<file path="config.mk">
export PLATFORM = sky130hd
export DESIGN_NAME = ov7670_cfg_seq_flat
export DESIGN_NICKNAME = d
export VERILOG_FILES = /design/src/rtl/ov7670_pkg.sv /design/src/rtl/ov7670_cfg_seq_if.sv /design/src/rtl/cfg_delay_timer.sv /design/src/rtl/ov7670_cfg_seq.sv /design/src/flat_wrapper.sv
export SDC_FILE = /design/constraint.sdc
export NUM_CORES = 1
export LEC_CHECK = 0
export BUFFER_PORTS_ARGS = -buffer_cell sky130_fd_sc_hd__buf_2
export CELL_PAD_IN_SITES_DETAIL_PLACEMENT = 1
export CELL_PAD_IN_SITES_GLOBAL_PLACEMENT = 2
export CORE_UTILIZATION = 40
export CTS_CLUSTER_SIZE = 8
export DETAILED_ROUTE_END_ITERATION = 8
export MAX_ROUTING_LAYER = met4
export PLACE_DENSITY_LB_ADDON = 0.1
export REMOVE_ABC_BUFFERS = 1
export SYNTH_ARGS = -nofsm -noshare
export SYNTH_HDL_FRONTEND = slang
export SYNTH_SLANG_ARGS = --single-unit
</file>
<file path="constraint.sdc">
create_clock -name clk -period 6.08 [get_ports clk]
set_input_delay 1.824 -clock clk [delete_from_list [all_inputs] [get_ports clk]]
set_output_delay 1.824 -clock clk [all_outputs]
set_load 0.03 [all_outputs]
</file>
<file path="src/rtl/ov7670_pkg.sv">
// Shared types and ROM control codes for the OV7670 register-init sequencer.
// The ROM stores {register, value} pairs; two reserved words act as commands.
package ov7670_pkg;

    typedef enum logic [3:0] {
        IDLE,
        FETCH,
        LATCH,
        DECODE,
        SEND,
        WAIT,
        DELAY,
        DONE,
        ERR
    } cfg_state_t;

    localparam logic [15:0] ROM_END   = 16'hFFFF;
    localparam logic [15:0] ROM_DELAY = 16'hFFF0;

    typedef struct packed {
        logic [7:0] reg_addr;
        logic [7:0] value;
    } cfg_entry_t;

endpackage

</file>
<file path="src/rtl/ov7670_cfg_seq_if.sv">
// Write-request channel between the init sequencer and the SCCB master:
// a valid/ready request carrying {reg, data}, then a done pulse with a NACK flag.
interface ov7670_cfg_seq_if;

    logic       sccb_valid;
    logic       sccb_ready;
    logic [7:0] sccb_reg;
    logic [7:0] sccb_data;
    logic       sccb_done;
    logic       sccb_nack;

    modport master (
        output sccb_valid,
        output sccb_reg,
        output sccb_data,
        input  sccb_ready,
        input  sccb_done,
        input  sccb_nack
    );

    modport slave (
        input  sccb_valid,
        input  sccb_reg,
        input  sccb_data,
        output sccb_ready,
        output sccb_done,
        output sccb_nack
    );

endinterface

</file>
<file path="src/rtl/cfg_delay_timer.sv">
// Loadable down-counter used for the timed-delay ROM command.
// Loading starts a window of DELAY_CYCLES cycles ending on the cycle zero is first seen.
module cfg_delay_timer #(
    parameter int DELAY_CYCLES = 1_000_000
) (
    input  logic clk,
    input  logic reset_n,
    input  logic load,
    input  logic dec,
    output logic zero
);

    localparam int W = $clog2(DELAY_CYCLES + 1);
    localparam logic [W-1:0] LOAD_VAL = W'(DELAY_CYCLES - 1);

    logic [W-1:0] count;

    always_ff @(posedge clk or negedge reset_n) begin
        if (!reset_n) begin
            count <= '0;
        end else if (load) begin
            count <= LOAD_VAL;
        end else if (dec && (count != '0)) begin
            count <= count - W'(1);
        end
    end

    assign zero = (count == '0);

endmodule

</file>
<file path="src/rtl/ov7670_cfg_seq.sv">
// Walks the OV7670 init ROM from address 0 and issues one SCCB write per entry,
// honouring the delay/end control words and retrying NACKed writes.
module ov7670_cfg_seq
    import ov7670_pkg::*;
#(
    parameter int DELAY_CYCLES = 1_000_000,
    parameter int MAX_RETRY    = 3
) (
    input  logic                    clk,
    input  logic                    reset_n,
    input  logic                    start,
    output logic [7:0]              rom_addr,
    input  logic [15:0]             rom_data,
    ov7670_cfg_seq_if.master        sccb,
    output logic                    busy,
    output logic                    done,
    output logic                    error,
    output logic [7:0]              wr_count
);

    localparam int RW = (MAX_RETRY < 1) ? 1 : $clog2(MAX_RETRY + 1);

    cfg_state_t  state, state_nx;
    cfg_entry_t  entry, entry_nx;
    logic [7:0]  rom_addr_nx, wr_count_nx;
    logic [7:0]  reg_q, reg_nx, data_q, data_nx;
    logic        valid_q, valid_nx;
    logic        busy_nx, done_nx, error_nx;
    logic [RW-1:0] retry, retry_nx;
    logic        timer_load, timer_dec, timer_zero;
    logic        advance;

    cfg_delay_timer #(
        .DELAY_CYCLES(DELAY_CYCLES)
    ) u_delay (
        .clk    (clk),
        .reset_n(reset_n),
        .load   (timer_load),
        .dec    (timer_dec),
        .zero   (timer_zero)
    );

    // Every output is a register so the SCCB master and camera top see clean levels.
    always_ff @(posedge clk or negedge reset_n) begin
        if (!reset_n) begin
            state    <= IDLE;
            entry    <= '0;
            rom_addr <= '0;
            wr_count <= '0;
            reg_q    <= '0;
            data_q   <= '0;
            valid_q  <= 1'b0;
            busy     <= 1'b0;
            done     <= 1'b0;
            error    <= 1'b0;
            retry    <= '0;
        end else begin
            state    <= state_nx;
            entry    <= entry_nx;
            rom_addr <= rom_addr_nx;
            wr_count <= wr_count_nx;
            reg_q    <= reg_nx;
            data_q   <= data_nx;
            valid_q  <= valid_nx;
            busy     <= busy_nx;
            done     <= done_nx;
            error    <= error_nx;
            retry    <= retry_nx;
        end
    end

    always_comb begin
        state_nx    = state;
        entry_nx    = entry;
        rom_addr_nx = rom_addr;
        wr_count_nx = wr_count;
        reg_nx      = reg_q;
        data_nx     = data_q;
        valid_nx    = valid_q;
        busy_nx     = busy;
        done_nx     = done;
        error_nx    = error;
        retry_nx    = retry;
        timer_load  = 1'b0;
        timer_dec   = 1'b0;
        advance     = 1'b0;

        case (state)
            IDLE, DONE, ERR: begin
                if (start) begin
                    rom_addr_nx = '0;
                    wr_count_nx = '0;
                    retry_nx    = '0;
                    done_nx     = 1'b0;
                    error_nx    = 1'b0;
                    busy_nx     = 1'b1;
                    state_nx    = FETCH;
                end
            end
            FETCH: state_nx = LATCH;
            LATCH: begin
                entry_nx = cfg_entry_t'(rom_data);
                state_nx = DECODE;
            end
            DECODE: begin
                if (entry == ROM_END) begin
                    busy_nx  = 1'b0;
                    done_nx  = 1'b1;
                    state_nx = DONE;
                end else if (entry == ROM_DELAY) begin
                    timer_load = 1'b1;
                    state_nx   = DELAY;
                end else begin
                    reg_nx   = entry.reg_addr;
                    data_nx  = entry.value;
                    valid_nx = 1'b1;
                    state_nx = SEND;
                end
            end
            // A done pulse coinciding with the handshake is never looked at here.
            SEND: begin
                if (sccb.sccb_ready) begin
                    valid_nx = 1'b0;
                    state_nx = WAIT;
                end
            end
            WAIT: begin
                if (sccb.sccb_done) begin
                    if (!sccb.sccb_nack) begin
                        wr_count_nx = (wr_count != 8'hFF) ? wr_count + 8'd1 : wr_count;
                        retry_nx    = '0;
                        advance     = 1'b1;
                    end else if (retry < RW'(MAX_RETRY)) begin
                        retry_nx = retry + RW'(1);
                        valid_nx = 1'b1;
                        state_nx = SEND;
                    end else begin
                        busy_nx  = 1'b0;
                        error_nx = 1'b1;
                        state_nx = ERR;
                    end
                end
            end
            DELAY: begin
                if (timer_zero) begin
                    advance = 1'b1;
                end else begin
                    timer_dec = 1'b1;
                end
            end
            default: state_nx = IDLE;
        endcase

        // The last ROM address ends the run instead of wrapping to 0.
        if (advance) begin
            if (rom_addr == 8'hFF) begin
                busy_nx  = 1'b0;
                done_nx  = 1'b1;
                state_nx = DONE;
            end else begin
                rom_addr_nx = rom_addr + 8'd1;
                state_nx    = FETCH;
            end
        end
    end

    assign sccb.sccb_valid = valid_q;
    assign sccb.sccb_reg   = reg_q;
    assign sccb.sccb_data  = data_q;

endmodule

</file>
<file path="src/flat_wrapper.sv">
// flat-port wrapper written by rule: the top's interface ports become plain ports
module ov7670_cfg_seq_flat import ov7670_pkg::*;
#(
    parameter int DELAY_CYCLES = 1_000_000,
    parameter int MAX_RETRY    = 3
)
  (clk, reset_n, start, rom_addr, rom_data, busy, done, error, wr_count, sccb_sccb_valid, sccb_sccb_reg, sccb_sccb_data, sccb_sccb_ready, sccb_sccb_done, sccb_sccb_nack);
  ov7670_cfg_seq_if sccb_i ();
  input  logic clk;
  input  logic reset_n;
  input  logic start;
  output logic [7:0] rom_addr;
  input  logic [15:0] rom_data;
  output logic busy;
  output logic done;
  output logic error;
  output logic [7:0] wr_count;
  output wire logic [$bits(sccb_i.sccb_valid)-1:0] sccb_sccb_valid;
  output wire logic [$bits(sccb_i.sccb_reg)-1:0] sccb_sccb_reg;
  output wire logic [$bits(sccb_i.sccb_data)-1:0] sccb_sccb_data;
  input wire logic [$bits(sccb_i.sccb_ready)-1:0] sccb_sccb_ready;
  input wire logic [$bits(sccb_i.sccb_done)-1:0] sccb_sccb_done;
  input wire logic [$bits(sccb_i.sccb_nack)-1:0] sccb_sccb_nack;
  assign sccb_sccb_valid = sccb_i.sccb_valid;
  assign sccb_sccb_reg = sccb_i.sccb_reg;
  assign sccb_sccb_data = sccb_i.sccb_data;
  assign sccb_i.sccb_ready = sccb_sccb_ready;
  assign sccb_i.sccb_done = sccb_sccb_done;
  assign sccb_i.sccb_nack = sccb_sccb_nack;
  ov7670_cfg_seq #(.DELAY_CYCLES(DELAY_CYCLES), .MAX_RETRY(MAX_RETRY)) u_core (.clk(clk), .reset_n(reset_n), .start(start), .rom_addr(rom_addr), .rom_data(rom_data), .sccb(sccb_i), .busy(busy), .done(done), .error(error), .wr_count(wr_count));
endmodule
</file>
Word level (Yosys, flattened, before mapping)
Index checks and enable logic that the tools add are counted.
{"block": "word_totals", "inputBits": 22, "word_cells": 122, "out_inout_bits": 36, "regBits": 78}
{"block": "op_classes", "order_cmp": 1, "n_eq_ne": 28, "mux": 60, "add_sub_neg": 4, "n_reduce_logical": 14, "bitwise_logic": 2}
{"operator": "two-way mux 8 bit", "n": 8}
{"operator": "two-way mux 20 bit", "n": 2}
{"operator": "== test 16 bit (second input constant)", "n": 2}
{"operator": "two-way mux 1 bit", "n": 29}
{"operator": "two-way mux 4 bit", "n": 7}
{"operator": "one-hot mux 4 bit (7 select lines)", "n": 1}
{"operator": "logical NOT 20 bit", "n": 1}
{"operator": "nonzero test 20 bit", "n": 1}
{"operator": "subtractor 20 x 1 -> 20 bit (second input constant)", "n": 1}
{"operator": "adder 8 x 1 -> 8 bit (second input constant)", "n": 2}
{"operator": "== test 4 x 3 -> 1 bit (second input constant)", "n": 4}
{"operator": "!= test 2 bit (second input constant)", "n": 8}
{"operator": "one-hot mux 8 bit (2 select lines)", "n": 1}
{"operator": "!= test 3 x 2 -> 1 bit (second input constant)", "n": 5}
{"operator": "AND reduction 5 bit", "n": 3}
{"operator": "two-way mux 2 bit", "n": 5}
{"operator": "== test 4 x 2 -> 1 bit (second input constant)", "n": 2}
{"operator": "== test 8 bit (second input constant)", "n": 1}
{"operator": "!= test 8 bit (second input constant)", "n": 1}
{"operator": "AND reduction 7 bit", "n": 1}
{"operator": "!= test 2 x 1 -> 1 bit (second input constant)", "n": 3}
{"operator": "one-hot mux 1 bit (2 select lines)", "n": 3}
{"operator": "one-hot mux 1 bit (3 select lines)", "n": 2}
{"operator": "== test 4 x 1 -> 1 bit (second input constant)", "n": 1}
{"operator": "13 further kinds", "n": 15}

Longest topological paths before layout
{"block": "depth", "depth_word": 7, "mapped_depth": 7, "ltp_nobuf": 7}

Modules after synthesis
From an unflattened synthesis, not the netlist that was laid out.
{"block": "unflattened", "cells_unflattened": 399, "hier_area_um2": 4159.0}
{"module": "ov7670_cfg_seq", "area_per_inst_um2": 2832.7, "instances": 1, "seq_area_each_um2": 1451.4, "cells_per_inst": 259}
{"module": "cfg_delay_timer", "area_per_inst_um2": 1326.3, "instances": 1, "seq_area_each_um2": 500.5, "cells_per_inst": 140}

Least setup slack after synthesis
OpenSTA, ideal clock, no wires.
{"block": "synth_path", "kind": "input to register", "from": "in sccb_sccb_nack", "to": "reg u_core.wr_count[7]", "t_required_ns": 6.002, "setup_ns": 0.078, "stages": 5, "n_path_buf": 1, "arrival_time_ns": 2.999, "setup_slack_ns": 3.002, "cell_sequence": "and2_4 > buf_6 > or4_1 > or3_1 > a21oi_1"}
{"block": "synth_between", "elab_chain_cells": 2}
{"item": "start: declaration", "line": "flat_wrapper.sv:23", "text": "input wire logic [$bits(sccb_i.sccb_nack)-1:0] sccb_sccb_nack;"}
{"item": "!= test 2 bit (no source line)"}
{"item": "AND reduction 5 bit (no source line)"}
{"item": "end signal: assignment", "line": "ov7670_cfg_seq.sv:61", "text": "wr_count <= wr_count_nx;"}
{"item": "end: declaration", "line": "ov7670_cfg_seq.sv:18", "text": "output logic [7:0] wr_count"}
No other way between the ends.
A chain may end at the register's enable or synchronous reset.

Worst setup path in the final report
{"block": "layout_path", "from": "in start", "to": "reg u_core.wr_count[3]"}
{"block": "layout_between", "elab_chain_cells": 2}
{"item": "start: declaration", "line": "flat_wrapper.sv:11", "text": "input logic start;"}
{"item": "!= test 2 bit (no source line)"}
{"item": "AND reduction 5 bit (no source line)"}
No other way between the ends.

==> implementation parameters <==
Parameter                              Value

Finish
  Number of flip-flops under the largest register name ... 20
  Largest registers ... u_core.u_delay.count (20), u_core.entry (16)
  Number of antenna repair diodes ... 0
  Synth-to-layout area growth ... 14.29%
  Fraction of final layout cells with drive strength greater than 1 ... 28.64%
  Net count reported at finish ... 447
  Register containing the most flip-flops in the final layout ... u_core.u_delay.count
  Final-layout fill cell count ... 1068

Clock network
  CTS buffer count ... 9
  CTS Hold Bufs ... 0
  Clk pin slew, worst setup/hold paths ... 0.09 ns
  Clock sink count ... 78
  Master cell of the clock root buffer ... sky130_fd_sc_hd__clkbuf_8
  CTS H-tree depth ... 3
  Max Buffers Root-to-Sink ... 2
  Clock insertion delay at the later pin of the skew report ... 0.35 ns
  # Post-CTS Setup Buffers ... 0
  Clock tree from TritonCTS ... done
  Number of cells upsized or downsized after cts ... 0

Global route
  Vias in the first global route ... 3291
  Pin count of the biggest net entering global routing ... 79
  First-pass GRT wire length ... 16060 um
  GR Overflow Total ... 0
  Global Route Usage Sum ... 20.57%
  Initial antenna violation count ... 0

Floorplan
  Std-Cell Rows ... 35
  Horizontal extent of the die ... 101.5 um
  Starting density of the core ... 42.05%
  Floorplan Core Area ... 0.009415 sq mm
  # IOs ... 58
  Die height ... 101.5 um
  Area of the die ... 0.01030 sq mm

Logic synthesis
  Mapped Cells ... 366
  Number of register bits inferred by synthesis ... 78
  Share of the yosys chip area belonging to registers ... 49.30%
  Post-synth EDFFs ... 0
  Portion of synthesized cell area occupied by the leading cell type ... 49.30%
  Most instantiated flip-flop cell in the synthesis netlist ... sky130_fd_sc_hd__dfrtp_1
  Dominant cells by area after synthesis ... sky130_fd_sc_hd__dfrtp_1 49%, sky130_fd_sc_hd__mux2_2 6.3%, sky130_fd_sc_hd__mux2_4 3.8%, sky130_fd_sc_hd__nand2_1 3.1%, sky130_fd_sc_hd__o21ai_0 2.1%
  Post-Synthesis Cell Area ... 0.003959 sq mm
  Count of yosys warnings during synthesis ... 0
  Cell taking the most area after synthesis ... sky130_fd_sc_hd__dfrtp_1
  Fraction of synthesis flops using an asynchronous set or reset pin ... 100.0%
  Average cell area after synthesis ... 10.82 sq um
  Count of distinct cell types in the synthesized netlist ... 63

STA
  Setup skew after layout ... 0.01617 ns
  Final hold slack ... 0.5118 ns
  Slew Limit Headroom ... 23.53%
  Final number of max-transition violations ... 0
  Achievable clock frequency ... 333.1 MHz
  Final hold violation count ... 0
  RSZ-0062 raised after global routing ... false
  Measured slew at the worst slew-check pin ... 1.132 ns
  Final critical path time including I/O delays and setup ... 3.002 ns
  Period utilisation layout ... 49.38%
  Setup TNS Final ... 0 ns
  Final count of negative-setup-slack endpoints ... 0

Hold path
  Type of the worst min-delay path ... reg -> reg

Pwr
  Leakage power figure ... 2.065 nW
  Clock network power share ... 17.8%
  Total power ... 2.087 mW
  Sw power ... 0.8756 mW
  Power Dens Cells ... 461.2 mW/mm^2
  Sw Share ... 41.96%
  Internal power consumption ... 1.211 mW
  Share of power burned in combinational logic ... 39.1%
  Peak supply drop ... 0.0002444 V
  Register share of total power ... 43.1%

Worst setup path
  Element type at the critical path start ... primary input
  Buffers plus inverters on the worst setup path ... 1
  Critical path endpoint category ... flop
  Standard cell with the maximum stage delay on the critical path ... sky130_fd_sc_hd__or4_1
  Critical Path Max Stage Delay ... 0.50 ns
  Arr. time, crit path ... 3.27 ns
  Required time at the endpoint of the critical path ... 6.35 ns
  Top delay family on crit path ... compound AO/OA/AOI/OAI gates
  CP Cell Sequence ... buf_2 > o21ai_1 > o2bb2ai_1 > or4_1 > a21oi_1
  Critical Setup Path Class ... in -> reg
  Biggest fanout along the worst timing path ... 14

Placed design
  Final Wtd Congestion ... 0.7444
  Port bufs ... 57
  Post-DP HPWL ... 6481 um

Detailed routing
  Residual antenna-violating net count after detailed routing ... 0
  Final routed wire length divided by cell count ... 16.63 um
  Initial detailed-routing violation count ... 133
  Drt via density ... 5.587
  Detailed-route via count ... 3101
  Total wire length ... 9229 um
  First-pass iteration count of the detailed router ... 4
  DRC violations left ... 0

Run status
  Run status ... finished, final reports clean

Run
  Max-Cap Viols ... 0
-- through the flow --
step | cells | util [%] | setup WS [ns] | area (sq um)
CTS | 555 | 48.05 | 3.086 | 4524
finish | 555 | 48.05 | 3.078 | 4524
global route | 555 | 48.05 | 2.958 | 4524
detailed placement | 539 | 46.11 | 2.722 | 4342
floorplan | 353 | - | 3.088 | 3892
global placement | 539 | 46.11 | 2.758 | 4342
-- cells by family (layout without fill, tap and decap cells) --
family | after synthesis | count (layout) | synth area share, %
AO/OA/AOI/OAI | 79 | 79 | 14.22
AND/OR/NAND/NOR | 140 | 140 | 20.16
flip-flops | 78 | 78 | 49.30
XOR/XNOR | 5 | 5 | 1.106
multiplexers | 36 | 36 | 11.06
buffers and inverters | 23 | 83 | 2.623
adder cells (fa/ha/maj) | 5 | 5 | 1.517
-- power by group through the flow --
stage                     clock, mW  combinational [mW]  sequential, mW
after global routing          0.403               0.904           0.936
after detailed placement          0               0.827           0.908
after global placement            0               0.798           0.897
after CTS                     0.381               0.828           0.901
after floorplan                   0               0.482           0.994
final                         0.371               0.816           0.899
-- cell type report --
| type | instances | area (sq um) | area share, % |
|---|---|---|---|
| clock inverter | 6 | 45.04 | 0.9956 |
| clock buffer | 10 | 137.6 | 3.042 |
| tap | 129 | 161.4 | 3.567 |
| inverter | 10 | 37.54 | 0.8296 |
| sequential | 78 | 1952 | 43.14 |
| timing repair buffer | 57 | 287.8 | 6.361 |
| multi-input combinational | 265 | 1903 | 42.06 |
-- cells in the final DEF (no fill, tap or decap), types with 8 or more instances in the layout --
cell type,instances
sky130_fd_sc_hd__o31ai_1,8
sky130_fd_sc_hd__mux2_2,22
sky130_fd_sc_hd__dfrtp_1,78
sky130_fd_sc_hd__nand3_1,13
sky130_fd_sc_hd__or4_1,8
sky130_fd_sc_hd__o21ai_0,17
sky130_fd_sc_hd__nor2_1,21
sky130_fd_sc_hd__and3_1,11
sky130_fd_sc_hd__inv_1,10
sky130_fd_sc_hd__clkbuf_8,10
sky130_fd_sc_hd__a21oi_1,15
sky130_fd_sc_hd__buf_2,56
sky130_fd_sc_hd__nand2_1,33
sky130_fd_sc_hd__or3_1,9
sky130_fd_sc_hd__mux2_4,10
-- final timing paths --
check	startpoint	endpoint	slack [ns]	depth (start not counted)
hold / removal	u_core.sccb.sccb_reg[4]	u_core.sccb.sccb_reg[4]	0.51	1
min in group asynchronous	reset_n	u_core.u_delay.count[6]	1.62	1
setup / recovery	start	u_core.wr_count[3]	3.08	5
setup reg to reg	u_core.state[2]	u_core.rom_addr[4]	3.22	5
hold reg to reg	u_core.sccb.sccb_reg[4]	u_core.sccb.sccb_reg[4]	0.51	1
max in group asynchronous	reset_n	u_core.sccb.sccb_reg[4]	3.79	1
-- cells in the mapped netlist, drive strengths merged (5+ instances only) --
cell type and instances:
nor3 5, and3 11, a21oi 15, nand3 13
clkbuf 8, or3 9, nor4 7, o21ai 22
nand2 33, o211ai 5, o31ai 8, buf 5
mux2 32, inv 10, dfrtp 78, nor2 22
or4 9, nand4 6
-- layer usage --
| metal | routed length [um] | up-vias | GRT usage, % |
|---|---|---|---|
| met3 | 340 | 9 | 3.934 |
| li1 | - | 1481 | - |
| met1 | 4432 | 1557 | 26.73 |
| met2 | 4363 | 54 | 32.86 |
| met4 | 93 | 0 | 5.686 |
| met5 | 0 | - | - |
Power figures use the tool's default switching activity.
